===== config.mk =====
export PLATFORM = sky130hd
export DESIGN_NAME = reg_slice_chain
export DESIGN_NICKNAME = d
export VERILOG_FILES = /design/src/rtl/reg_slice_chain.sv
export SDC_FILE = /design/constraint.sdc
export NUM_CORES = 1
export LEC_CHECK = 0
export ABC_AREA = 1
export CORE_ASPECT_RATIO = 0.75
export CORE_MARGIN = 5
export CORE_UTILIZATION = 40
export DETAILED_ROUTE_END_ITERATION = 12
export GPL_TIMING_DRIVEN = 0
export PLACE_DENSITY = 0.74
export SLEW_MARGIN = 10
export SYNTH_ARGS = -nofsm -noshare
export SYNTH_HDL_FRONTEND = slang
export SYNTH_SLANG_ARGS = --single-unit

===== constraint.sdc =====
create_clock -name clk -period 2.4 [get_ports clk]
set_clock_uncertainty 0.2 [all_clocks]
set_input_delay 0.36 -clock clk [delete_from_list [all_inputs] [get_ports clk]]
set_output_delay 0.36 -clock clk [all_outputs]
set_load 0.03 [all_outputs]

===== src/rtl/reg_slice_chain.sv =====
// Cascade of STAGES valid/ready register slices.
// SKID=0: one register per stage, ready ripples back combinationally.
// SKID=1: main + skid register per stage, ready is a registered flag.
module reg_slice_chain #(
  parameter int unsigned DW     = 32,
  parameter int unsigned STAGES = 2,
  parameter int unsigned SKID   = 0
) (
  input  logic                          clk,
  input  logic                          rst,
  input  logic                          clear,
  input  logic                          up_valid,
  input  logic [DW-1:0]                 up_data,
  output logic                          up_ready,
  output logic                          down_valid,
  output logic [DW-1:0]                 down_data,
  input  logic                          down_ready,
  output logic [$clog2(2*STAGES+1)-1:0] occupancy
);

  localparam int unsigned OW   = $clog2(2*STAGES+1);
  localparam int unsigned LAST = STAGES - 1;

  logic [STAGES-1:0] mv_q;            // main register valid per stage
  logic [DW-1:0]     md_q [STAGES];   // main register payload per stage
  logic [STAGES-1:0] vin;             // valid presented to each stage
  logic [DW-1:0]     din  [STAGES];   // payload presented to each stage
  logic [STAGES:0]   rdy;             // rdy[i]: stage i accepts; rdy[STAGES]: downstream
  logic [STAGES-1:0] load;            // stage i takes the beat on its input this edge
  logic [OW-1:0]     occ_q;
  logic              up_fire;
  logic              dn_fire;

  // Each stage is fed by the main register of the stage before it
  always_comb begin
    vin[0] = up_valid;
    din[0] = up_data;
    for (int unsigned i = 1; i < STAGES; i++) begin
      vin[i] = mv_q[i-1];
      din[i] = md_q[i-1];
    end
  end

  assign up_ready   = rdy[0] && !clear;
  assign down_valid = mv_q[LAST] && !clear;
  assign down_data  = md_q[LAST];
  assign up_fire    = up_valid && up_ready;
  assign dn_fire    = down_valid && down_ready;
  assign occupancy  = occ_q;

  if (SKID == 0) begin : g_fwd

    // A stage can load when empty or when its own beat moves on this edge
    always_comb begin
      rdy[STAGES] = down_ready && !clear;
      for (int unsigned k = 0; k < STAGES; k++) begin
        rdy[LAST-k] = !mv_q[LAST-k] || rdy[LAST-k+1];
      end
      load = vin & rdy[STAGES-1:0];
    end

    // Valid flags: a ready stage takes whatever valid its input presents
    always_ff @(posedge clk) begin
      if (rst) begin
        mv_q <= '0;
      end else if (clear) begin
        mv_q <= '0;
      end else begin
        for (int unsigned k = 0; k < STAGES; k++) begin
          if (rdy[k]) mv_q[k] <= vin[k];
        end
      end
    end

    // Payload registers change only when a beat is loaded
    always_ff @(posedge clk) begin
      for (int unsigned k = 0; k < STAGES; k++) begin
        if (load[k]) md_q[k] <= din[k];
      end
    end

  end else begin : g_skid

    logic [STAGES-1:0] sv_q;            // skid register valid per stage
    logic [DW-1:0]     sd_q [STAGES];   // skid register payload per stage
    logic [STAGES-1:0] mfree;           // main register may be overwritten this edge

    // Ready is the inverse of the registered skid flag, so down_ready never reaches up_ready
    always_comb begin
      rdy[STAGES] = down_ready && !clear;
      for (int unsigned k = 0; k < STAGES; k++) begin
        rdy[k] = !sv_q[k];
      end
      for (int unsigned k = 0; k < STAGES; k++) begin
        mfree[k] = !mv_q[k] || rdy[k+1];
      end
      load = vin & rdy[STAGES-1:0];
    end

    // Flags: main refills from skid first; skid only catches a beat while main is stuck
    always_ff @(posedge clk) begin
      if (rst) begin
        mv_q <= '0;
        sv_q <= '0;
      end else if (clear) begin
        mv_q <= '0;
        sv_q <= '0;
      end else begin
        for (int unsigned k = 0; k < STAGES; k++) begin
          if (mfree[k]) begin
            if (sv_q[k]) begin
              mv_q[k] <= 1'b1;
              sv_q[k] <= 1'b0;
            end else begin
              mv_q[k] <= load[k];
            end
          end else if (load[k]) begin
            sv_q[k] <= 1'b1;
          end
        end
      end
    end

    // Payload registers follow the same routing as the flags, without reset
    always_ff @(posedge clk) begin
      for (int unsigned k = 0; k < STAGES; k++) begin
        if (mfree[k]) begin
          if (sv_q[k])      md_q[k] <= sd_q[k];
          else if (load[k]) md_q[k] <= din[k];
        end else if (load[k]) begin
          sd_q[k] <= din[k];
        end
      end
    end

  end

  // Beats held: +1 per accept, -1 per emit, unchanged when both happen
  always_ff @(posedge clk) begin
    if (rst) begin
      occ_q <= '0;
    end else if (clear) begin
      occ_q <= '0;
    end else if (up_fire && !dn_fire) begin
      occ_q <= occ_q + OW'(1);
    end else if (!up_fire && dn_fire) begin
      occ_q <= occ_q - OW'(1);
    end
  end

endmodule

==> results.md <==
- Status: finished clean
- Initial Util: 0.413
- Total wire length: 4240 um
- Ys async rst share: 0
- Min Hold Slack: roughly 0.22 ns
- MaxCap Viol Count: 0
- Final cycle utilization of the critical path: 0.957
- Sw frac: 0.206
- Cells after synthesis: around 110
- Initial antenna violation count: 0
- Worst-Skew Late Latency: 0.33 ns
- Post-synth EDFFs: 64
- Share of layout cells above drive strength 1: 0.113
- Final hold viol count: 0
- CP arrival: 1.74 ns
- Number of nets with antenna violations after routing: 0
- H-tree Lvls: 3
- Slew headroom: 0.407
- Most frequent cells after synthesis: edfxtp_1, nor2_1, inv_1, nand2_1, dfxtp_1
- Port bufs: 73
- Setup violators final: 0
- DR pass1 iterations: 4
- Inserted Clock Buffers: 9
- Top cell type's share of synthesized area: 0.869
- Core ar.: between 0.005 and 0.006 mm^2
- Die area: slightly above 0.007 mm^2
- Largest net degree at the start of global routing: 33
- Sw Pwr: 0.531 mW
- Seq/Total Area, Yosys: 0.915
- First-pass GRT wire length: 6310 um
- Avg WL per Cell: 15.8 um
- Total setup buffers inserted after CTS: 0
- GRT overflow: 0
- Clock-pin slew on the worst setup and hold paths: 0.07 ns
- Pins Over Slew Limit: 0
- Vias/cell: approximately 4.3
- Maximum vdd drop: 0.418 mV
- Type of element capturing the critical path: output port
- Clock power share: 0.395
- HPWL after DPL: 3050 um
- Row cnt: 23
- Most frequent cell after synthesis: edfxtp_1
- Top FF cell, synth: edfxtp_1
- Vias in the first global route: 1223
- Avg Cell Area, Syn: 21.1 um^2
- Max Root-Sink Buffers: 2
- Synth-to-layout area growth: 47.6%
- Detailed-route DRC error count: 0
- CTS Sinks: 69
- HP Class: flop to flop
- Fmax: 435 MHz
- Synth Net Count: about 140
- Die W: 95.8 um
- Leakage: ~1.1 nW
- Detailed Route Iter0 Violations: 67
- CTS Root Cell: clkbuf_8
- TritonCTS clock tree: yes
- Setup TNS: 0 ns
- Worst slew pin tran: 0.887 ns
- Startpoint types: input pin
- Int Power: 2.05 mW
- Minimum clock period: approximately 2.3 ns
- Setup Crit Path Kind: input pin to output port
- Power density over cell area: 790 mW/mm^2
- N_diodes: 0
- Leading post-synthesis cells by cell area: edfxtp_1, dfxtp_1, nor2_1, inv_1, nand2_1
- Yosys cell types: 14
- Crit path max fanout: 5
- Synthesis-stage register bit count: between 60 and 70
- Gr usage total: 0.127
- Via count: 1156
- Worst EP required: 1.84 ns
- Chip height: 74.4 um
- Layout net count: 228
- # IOs: 74
- Register share of total power: 0.537
- GPL Wtd Cong: between 0.7 and 0.8
- Filler cells: 411
- Cell Area, Synth: 0.00221 mm^2
- Comb pwr share: 0.067
- Utilization after layout: 0.610
- RSZ-0062 raised after global routing: no
- Yosys warns: 0
- Cell taking the most area after synthesis: edfxtp_1
kinds of logic (layout without fill, tap and decap cells):
family / after synthesis / in the layout / synth area share
compound gates: 4 / 4 / 0.0158
fa+ha+maj: 2 / 2 / 0.0147
simple gates: 19 / 19 / 0.0340
flops: 69 / 69 / 0.915
xor+xnor: 1 / 1 / 0.00396
buf+inv: 10 / 99 / 0.0170
worst max-delay path: stages:
cell	delay [ns]
clkdlybuf4s50_1	0.50
nor2_1	0.18
clkdlybuf4s50_1	0.69
routing by layer:
layer,track usage,share of wire,vias up
li1,-,-,548
met1,0.140,0.39,552
met2,0.203,0.51,50
met4,0.0552,0.014,0
met3,0.0708,0.081,6
met5,0,0,-
flip-flops by register name, summed over array words and instances, names as in the netlist:
signal     flops
occupancy      3
md_q          64
mv_q           2
area by class of cell:
| cell class | instances | area (um^2) | area share |
|---|---|---|---|
| Sequential cell | 69 | 2020 | 0.620 |
| Timing Repair Buffer | 73 | 729 | 0.224 |
| Multi-Input combinational cell | 26 | 159 | 0.0487 |
| Clock buffer | 9 | 124 | 0.0380 |
| Clock inverter | 7 | 97.6 | 0.0299 |
| Tap cell | 75 | 93.8 | 0.0288 |
| Inverter | 10 | 37.5 | 0.0115 |
through the flow:
stage               cell area [um^2]  setup slack [ns]  instances  total power [mW]
global placement                3040            -0.393        253              1.58
finish                          3260             0.103        269              2.58
CTS                             3260          0.000749        269              2.61
global route                    3260           0.00896        269              2.67
floorplan                       2210             0.357        105              1.48
detailed placement              3040            -0.345        253              1.59
path summary, 6_finish.rpt:
check,start,cells after the start,end,slack (ns)
min reg2reg,md_q[0][9]$_DFFE_PP_,0,md_q[0][41]$_DFFE_PP_,0.22
max reg2reg,mv_q[1]$_SDFFE_PP0P_,14,occupancy[2]$_SDFFE_PP0P_,0.43
max,clear,3,down_valid,0.10
min,md_q[0][9]$_DFFE_PP_,0,md_q[0][41]$_DFFE_PP_,0.22
layout by cell type, fill, tap and decap left out, types with 2 or more instances in the layout:
cell type        count
inv_2                3
nand2_1              8
inv_1                7
nor2_1               8
a21oi_1              2
edfxtp_1            64
clkdlybuf4s50_1     72
clkbuf_8             9
bufinv_16            2
dfxtp_1              5
clkinv_4             2
power groups by stage:
| stage | logic (mW) | registers (mW) | clock network (mW) |
|---|---|---|---|
| after floorplan | 0.0334 | 1.44 | 0 |
| after global placement | 0.170 | 1.41 | 0 |
| after detailed placement | 0.175 | 1.41 | 0 |
| after CTS | 0.176 | 1.39 | 1.05 |
| after global routing | 0.185 | 1.39 | 1.10 |
| final | 0.174 | 1.38 | 1.02 |
repair_timing:
item                                    CTS  global route
hold buffers                              0             0
gates resized for setup                   1             0
endpoints found under the hold margin     0             0
endpoints found under the setup margin    1             0
Power figures use the tool's default switching activity.
